==> src/rtl/branch_pred.sv <==
// branch_pred: direct-mapped BTB with per-entry 2-bit saturating counters.
// The fetch stage looks up the table in the same cycle. The execute stage resolves
// the branch, signals a mispredict, and trains the table.
// Optional feature: define BP_STATS_EN to add the lookup_cnt and mispred_cnt
// statistics outputs.
module branch_pred #(
  parameter int XLEN    = 32,
  parameter int ENTRIES = 16
) (
  input  logic            clk,
  input  logic            rst,
  input  logic [XLEN-1:0] pc_f,
  output logic            pred_taken_f,
  output logic [XLEN-1:0] pred_target_f,
  input  logic            upd_valid_e,
  input  logic [XLEN-1:0] upd_pc_e,
  input  logic            upd_is_br_e,
  input  logic            upd_taken_e,
  input  logic [XLEN-1:0] upd_target_e,
  input  logic            upd_pred_taken_e,
  input  logic [XLEN-1:0] upd_pred_target_e,
  output logic            mispredict_e,
  output logic [XLEN-1:0] redirect_pc_e
`ifdef BP_STATS_EN
  ,
  output logic [31:0]     lookup_cnt,
  output logic [31:0]     mispred_cnt
`endif
);

  localparam int IDX_W = $clog2(ENTRIES);
  localparam int TAG_W = XLEN - IDX_W - 2;

  logic [ENTRIES-1:0] valid_q, valid_d;
  logic [TAG_W-1:0]   tag_q    [ENTRIES];
  logic [TAG_W-1:0]   tag_d    [ENTRIES];
  logic [XLEN-1:0]    target_q [ENTRIES];
  logic [XLEN-1:0]    target_d [ENTRIES];
  logic [1:0]         ctr_q    [ENTRIES];
  logic [1:0]         ctr_d    [ENTRIES];

  logic [IDX_W-1:0] f_idx, e_idx;
  logic [TAG_W-1:0] f_tag, e_tag;
  logic             f_hit, e_hit, taken_eff;

  assign f_idx = pc_f[IDX_W+1:2];
  assign f_tag = pc_f[XLEN-1:IDX_W+2];
  assign e_idx = upd_pc_e[IDX_W+1:2];
  assign e_tag = upd_pc_e[XLEN-1:IDX_W+2];

  // Fetch lookup reads only registered state, so a same-cycle update shows up next cycle.
  always_comb begin
    f_hit         = valid_q[f_idx] && (tag_q[f_idx] == f_tag);
    pred_taken_f  = f_hit && ctr_q[f_idx][1];
    pred_target_f = pred_taken_f ? target_q[f_idx] : pc_f + XLEN'(4);
  end

  // Execute-stage resolution: mispredict detection and the correct next fetch PC.
  always_comb begin
    taken_eff     = upd_is_br_e && upd_taken_e;
    mispredict_e  = upd_valid_e &&
                    ((upd_pred_taken_e != taken_eff) ||
                     (taken_eff && (upd_pred_target_e != upd_target_e)));
    redirect_pc_e = taken_eff ? upd_target_e : upd_pc_e + XLEN'(4);
  end

  // Next table contents: allocate on a miss, train on a hit, drop a non-branch alias.
  always_comb begin
    // NOTE: every output gets a default first, so no path leaves one unassigned and infers a latch.
    valid_d  = valid_q;
    tag_d    = tag_q;
    target_d = target_q;
    ctr_d    = ctr_q;
    e_hit    = valid_q[e_idx] && (tag_q[e_idx] == e_tag);
    if (upd_valid_e) begin
      if (upd_is_br_e) begin
        if (!e_hit) begin
          valid_d[e_idx]  = 1'b1;
          tag_d[e_idx]    = e_tag;
          target_d[e_idx] = upd_target_e;
          ctr_d[e_idx]    = upd_taken_e ? 2'b10 : 2'b01;
        end else if (upd_taken_e) begin
          target_d[e_idx] = upd_target_e;
          if (ctr_q[e_idx] != 2'b11) ctr_d[e_idx] = ctr_q[e_idx] + 2'b01;
        end else begin
          if (ctr_q[e_idx] != 2'b00) ctr_d[e_idx] = ctr_q[e_idx] - 2'b01;
        end
      end else if (e_hit) begin
        valid_d[e_idx] = 1'b0;
      end
    end
  end

  // Valid bits and counters: reset has priority over any simultaneous update.
  always_ff @(posedge clk) begin
    // NOTE: sequential state uses non-blocking assignments, so every flop samples pre-edge values.
    if (rst) begin
      valid_q <= '0;
      for (int i = 0; i < ENTRIES; i++) ctr_q[i] <= 2'b01;
    end else begin
      valid_q <= valid_d;
      ctr_q   <= ctr_d;
    end
  end

  // Tag and target storage: no reset is needed because a clear valid bit masks the contents.
  always_ff @(posedge clk) begin
    // NOTE: the data arrays are deliberately left unreset. This keeps them plain RAM, and valid_q guards them.
    if (!rst) begin
      tag_q    <= tag_d;
      target_q <= target_d;
    end
  end

`ifdef BP_STATS_EN
  logic [31:0] lookup_cnt_q, lookup_cnt_d;
  logic [31:0] mispred_cnt_q, mispred_cnt_d;

  // Statistics counters wrap naturally at 2^32.
  always_comb begin
    lookup_cnt_d  = lookup_cnt_q + 32'd1;
    mispred_cnt_d = mispred_cnt_q + {31'd0, mispredict_e};
  end

  // Statistics registers.
  always_ff @(posedge clk) begin
    if (rst) begin
      lookup_cnt_q  <= '0;
      mispred_cnt_q <= '0;
    end else begin
      lookup_cnt_q  <= lookup_cnt_d;
      mispred_cnt_q <= mispred_cnt_d;
    end
  end

  assign lookup_cnt  = lookup_cnt_q;
  assign mispred_cnt = mispred_cnt_q;
`endif

endmodule

==> config.mk <==
export PLATFORM = sky130hd
export DESIGN_NAME = branch_pred
export DESIGN_NICKNAME = d
export VERILOG_FILES = /design/src/rtl/branch_pred.sv
export SDC_FILE = /design/constraint.sdc
export NUM_CORES = 1
export LEC_CHECK = 0
export ABC_AREA = 0
export BUFFER_PORTS_ARGS = -buffer_cell sky130_fd_sc_hd__buf_4
export CORE_ASPECT_RATIO = 0.8
export CORE_MARGIN = 4
export CORE_UTILIZATION = 40
export DETAILED_ROUTE_END_ITERATION = 12
export SLEW_MARGIN = 20
export SYNTH_ARGS = -nofsm -noshare
export SYNTH_HDL_FRONTEND = slang
export SYNTH_SLANG_ARGS = --single-unit
==> constraint.sdc <==
create_clock -name clk -period 4.5 [get_ports clk]
set_input_delay 0.225 -clock clk [delete_from_list [all_inputs] [get_ports clk]]
set_output_delay 0.225 -clock clk [all_outputs]
set_load 0.01 [all_outputs]
# ---- Yosys cells after proc, flatten, opt, wreduce, memory -nomap -nowiden
# Index checks and enable logic that the tools add are counted.
dict set report op_classes {
  n_div 0
  reduce_logical 15
  bitwise_logic 7
  add_sub_neg 4
  order_cmp 6
  n_eq_ne 9
  n_mul 0
  mux 44
  shifts 0
}
# op count
set ops {}
lappend ops {{$mux 512} 2}
lappend ops {{$bwmux 512} 1}
lappend ops {{$bwmux 416} 1}
lappend ops {{$mux 32} 9}
lappend ops {{$bmux 26 s4} 2}
lappend ops {{$mux 26} 5}
lappend ops {{$bmux 32 s4} 1}
lappend ops {{$demux 32 s4} 1}
lappend ops {{$demux 26 s4} 1}
lappend ops {{$bwmux 32} 3}
lappend ops {{$add 32x3->32 const B} 2}
lappend ops {{$eq 26x26->1} 2}
lappend ops {{$mux 16} 3}
lappend ops {{$ne 32x32->1} 1}
lappend ops {{$and 16x16->16} 1}
lappend ops {{$bmux 2 s4} 2}
lappend ops {{$not 16->16} 1}
lappend ops {{$or 16x16->16} 1}
lappend ops {{$mux 2} 6}
lappend ops {{$reduce_and 4->1} 3}
lappend ops {{$ge 5x5->1 const B} 2}
lappend ops {{$lt 4x5->1 const B} 2}
lappend ops {{$not 4->5} 2}
lappend ops {{$bmux 1 s4} 2}
lappend ops {{15 further kinds} 29}
dict set report word_totals {
  elab_cells 134
  register_bits 976
  latchBits 0
  n_memories 0
  output_inout_bits 66
  input_bits 134
  ramBits 0
  mem_bits_ro 0
}

# ---- Depth between registers and ports, before layout
dict set report logic_depth {
  depth_word 9
  depth_mapped 15
  mapped_depth_nobuf 9
}

# ---- Worst setup path after synthesis
# OpenSTA, ideal clock, no wires.
dict set report synth_path {
  path_type {input to register}
  startpoint {input port upd_pc_e[3]}
  endpoint {register target_q[448] (netlist name) (enable)}
  path_buffers 6
  t_required_ns 4.079
  path_slack_ns 0.334
  cell_stages 14
  t_arrival_ns 3.745
  setup_ns 0.421
  path_cell_list {buf_4 > buf_4 > buf_2 > buf_4 > buf_2 > mux4_2 > o21ai_0 > nand2_1 > nand4_1 > a211oi_4 > nand3_2 > o21ai_2 > buf_2 > nor2_1}
}
dict set report synth_between {
  elab_chain_len 8
  word_cells_on_any_way 10
  classes_between {2 x eq/ne; 5 x mux; 1 x bitwise; 2 x reduce/logical}
}
# element line_no
set synth_lines {}
lappend synth_lines {{start: declaration} 16} ;# input logic [XLEN-1:0] upd_pc_e,
lappend synth_lines {{$not 4->5 (implied by the code)} 74} ;# e_hit = valid_q[e_idx] && (tag_q[e_idx] == e_tag);
lappend synth_lines {{$bmux 26 s4} 74}
lappend synth_lines {{$mux 26 (implied by the code) (2 in a row)} 74}
lappend synth_lines {{$eq 26x26->1} 74}
lappend synth_lines {{$logic_and 1x1->1 *} 74}
lappend synth_lines {{$ne 2x2->1 (no source line) *} n/a}
lappend synth_lines {{$reduce_and 4->1 (no source line) *} n/a}
lappend synth_lines {{end signal: assignment} 111} ;# target_q <= target_d;
lappend synth_lines {{end: declaration} 37} ;# logic [XLEN-1:0] target_q [ENTRIES];
# Mark *: on every way between the ends. The rest lies on a longest branch, timed or not. The select of a mux whose other input is x is not followed.
# A chain may end at the register's enable or synchronous reset.

# ---- Worst setup path in the final report
dict set report layout_path {
  startpoint {register tag_q[375] (netlist name)}
  endpoint {output port pred_target_f[12]}
}
dict set report layout_between {
  elab_chain_len 7
}
# element line_no
set layout_lines {}
lappend layout_lines {{start: declaration} 35} ;# logic [TAG_W-1:0] tag_q [ENTRIES];
lappend layout_lines {{start signal: assignment} 110} ;# tag_q <= tag_d;
lappend layout_lines {{$bmux 26 s4} 53} ;# f_hit = valid_q[f_idx] && (tag_q[f_idx] == f_tag);
lappend layout_lines {{$mux 26 (implied by the code) (2 in a row)} 53}
lappend layout_lines {{$eq 26x26->1} 53}
lappend layout_lines {{$logic_and 1x1->1} 53}
lappend layout_lines {{$logic_and 1x1->1} 54} ;# pred_taken_f = f_hit && ctr_q[f_idx][1];
lappend layout_lines {{$mux 32} 55} ;# pred_target_f = pred_taken_f ? target_q[f_idx] : pc_f + XLEN'(4);
lappend layout_lines {{end: declaration} 14} ;# output logic [XLEN-1:0] pred_target_f,
# No other way between the ends. The select of a mux whose other input is x is not followed.

==> results.sh <==
export IMPL_critPathKind="flop to output pin"
export IMPL_drive_gt1_frac=0.342
export IMPL_synth_common_cells="928 x edfxtp_1, 391 x mux4_2, 91 x nand2_1"
export IMPL_finish_utilization=0.484
export IMPL_cts_sinks=976
export IMPL_grt_pass1_wl_um=200000
export IMPL_synth_seq_cells=976
export IMPL_fp_row_count=108
export IMPL_async_reset_ff_frac=0
export IMPL_core_sq_mm=0.109
export IMPL_nets=2875
export IMPL_power_density_mw_per_mm2=388
export IMPL_syn_area_sq_mm=0.0443
export IMPL_worst_pin_slew_ns=1.01
export IMPL_hold_viol=0
export IMPL_p_leak_nw=17.0
export IMPL_drc=0
export IMPL_routed_wl_um=140000
export IMPL_dpl_instance_area_sq_mm=0.0487
export IMPL_cp_max_fo=10
export IMPL_drtAntennaViolNets=0
export IMPL_synth_top_cell_area_share=0.630
export IMPL_fin_setup_tns_ns=0
export IMPL_cts_root_buf="clkbuf_16"
export IMPL_syn_to_final_growth_pct=19.5
export IMPL_cp_required_ns=4.28
export IMPL_cp_data_arrival_time_ns=4.18
export IMPL_status="finished clean"
export IMPL_nFillCells=8976
export IMPL_max_stage_delay_ns=0.47
export IMPL_startpoint="tag_q[375]$_DFFE_PP_"
export IMPL_rsz0062_at_grt="yes"
export IMPL_place_congestion=0.904
export IMPL_hp_start="upd_valid_e"
export IMPL_post_synth_num_cell_types=65
export IMPL_hpwlAfterDp_um=92800
export IMPL_fmax_mhz=227
export IMPL_ir_drop_uv=277
export IMPL_syn_mean_instance_area_sq_um=18.6
export IMPL_synth_nets=2521
export IMPL_worstSkewPairLatency_ns=0.69
export IMPL_cap_violations=0
export IMPL_drt_iter0_drc=3702
export IMPL_synthMostInstantiatedCell="edfxtp_1"
export IMPL_fin_crit_sh=0.979
export IMPL_grt_max_degree=126
export IMPL_grt_pass1_vias=26800
export IMPL_fin_crit_ns=4.41
export IMPL_clk_pin_slew_ns=0.06
export IMPL_synthTopCellsByArea="edfxtp_1 63%, mux4_2 20%, dfxtp_1 2.2%"
export IMPL_crit_family="simple AND/OR/NAND/NOR gates"
export IMPL_hp_class="input pin to flop"
export IMPL_slew_headroom=0.319
export IMPL_start_util=0.405
export IMPL_critPathLaunchType="flop"
export IMPL_setup_violations=0
export IMPL_h_tree_depth=3
export IMPL_grt_antenna_before_repair=9
export IMPL_syn_inst=2380
export IMPL_crit_buf_inv=4
export IMPL_pin_count=200
export IMPL_die_width_um=380
export IMPL_fin_skew_ns=0.0555
export IMPL_design_area_sq_mm=0.0529
export IMPL_synth_warnings=0
export IMPL_synth_edf_count=928
export IMPL_cts_tree="built"
export IMPL_vias=26600
export IMPL_hold_slack_ns=0.218
export IMPL_drtPass1Iterations=6
export IMPL_critPathSlowestCell="mux4_2"
export IMPL_grt_overflow_total=0
export IMPL_wire_per_inst_um=33.1
export IMPL_vias_per_cell=6.27
export IMPL_synth_top_cell_by_area="edfxtp_1"
export IMPL_port_buffers=199
export IMPL_crit_path_cell_trace="mux4_2, nor2b_1, a211oi_2, a21oi_2, xor2_1, nor4_2, buf_4, nand4_1, nor4_4, buf_6, bufbuf_16, mux2_1, buf_4"
export IMPL_globalRouteTotalUtil=0.238
export IMPL_cts_path_max_buffers=3
export IMPL_critPathCaptureType="output pin"
export IMPL_crit_top_cell="buf_4"
export IMPL_ys_flop_type="edfxtp_1"
export IMPL_report_final_slew_viol_count=0
export IMPL_fp_dieH_um=305
export IMPL_regToRegStartpoint="tag_q[165]$_DFFE_PP_"
export IMPL_dieArea_sq_mm=0.116
export IMPL_seq_area_frac_synth=0.651
export IMPL_rrSetupSlack_ns=0.19
export IMPL_cts_buffers=99
final cells by class:
class / instances / area, sq um / area share
sequential: 976 / 28800 / 0.545
clock buffer: 110 / 2560 / 0.0484
antenna: 4 / 10.0 / 0.000189
inverter: 34 / 128 / 0.00241
timing repair buffer: 414 / 3920 / 0.0740
multi-input combinational: 1209 / 14800 / 0.280
tap: 1430 / 1790 / 0.0338
clock inverter: 74 / 836 / 0.0158
placed cells by master, fill, tap and decap left out, types with 13 or more instances in the layout:
cell	instances
inv_1	32
o32ai_1	17
nor2_4	32
dfxtp_1	48
dlygate4sd3_1	61
clkinv_2	21
a311oi_1	13
o32a_1	15
nand3_1	59
and3_1	14
nand2_1	91
edfxtp_1	928
xnor2_1	78
mux2i_1	75
nand4_1	20
buf_12	48
clkinv_1	24
clkbuf_16	101
bufinv_16	16
nor2b_1	23
mux4_2	391
xor2_1	68
mux2_1	28
nor2_1	50
a21oi_1	28
buf_4	298
o21ai_0	64
worst paths after layout:
| check | depth (start not counted) | to |
|---|---|---|
| setup / recovery | 13 | pred_target_f[12] |
| hold reg to reg | 1 | ctr_q[4]$_SDFFE_PP1P_ |
| hold / removal | 4 | ctr_q[21]$_SDFFE_PP0P_ |
| setup reg to reg | 11 | flop |
kinds of logic after synthesis:
logic type,after synthesis,share of synthesized area
DFF,976,0.651
adders and majority gates,7,0.00198
buffers and inverters,195,0.0210
muxes,504,0.226
xor gates and xnor gates,148,0.0293
and+or+nand+nor,338,0.0372
AOI/OAI and AO/OA,212,0.0335
tightest hold or removal path: stages:
cell and delay (ns):
buf_4 0.16, nand2_1 0.18, or3_1 0.16, o32ai_1 0.07
state kept, by name, summed over array words and instances (netlist names), named ones only:
name and flops:
tag_q 416, ctr_q 32, target_q 512
report_power, final:
part           total, mW  internal, mW  switching (mW)
combinational       1.86         0.778            1.08
sequential          10.1          10.0          0.0420
clock               8.62          5.03            3.59
timing repair:
item,in CTS,in global routing
hold endpoints to repair,938,0
buffers inserted,2,1
gates resized for setup,10,8
gates cloned,1,0
hold buffers,61,0
endpoints found under the setup margin,32,21
pin swaps,2,6
per-layer routing:
| metal | wire length (um) | up-vias | global-route usage |
|---|---|---|---|
| li1 | - | 10600 | - |
| met1 | 58300 | 14000 | 0.349 |
| met2 | 62300 | 1801 | 0.354 |
| met3 | 16600 | 201 | 0.0684 |
| met4 | 3390 | 4 | 0.0598 |
| met5 | 23 | - | 0 |
through the flow:
| step | cells | total power, mW | worst slack [ns] |
|---|---|---|---|
| 6_report | 4251 | 20.5 | 0.0931 |
| 5_1_grt | 4249 | 21.1 | -0.0355 |
| 4_1_cts | 4246 | 20.6 | 0.0121 |
| 3_5_place_dp | 3998 | 12.0 | -0.122 |
| 2_1_floorplan | 2380 | 11.2 | 0.334 |
| 3_3_place_gp | 3998 | 12.0 | -0.147 |
Power figures use the tool's default switching activity.
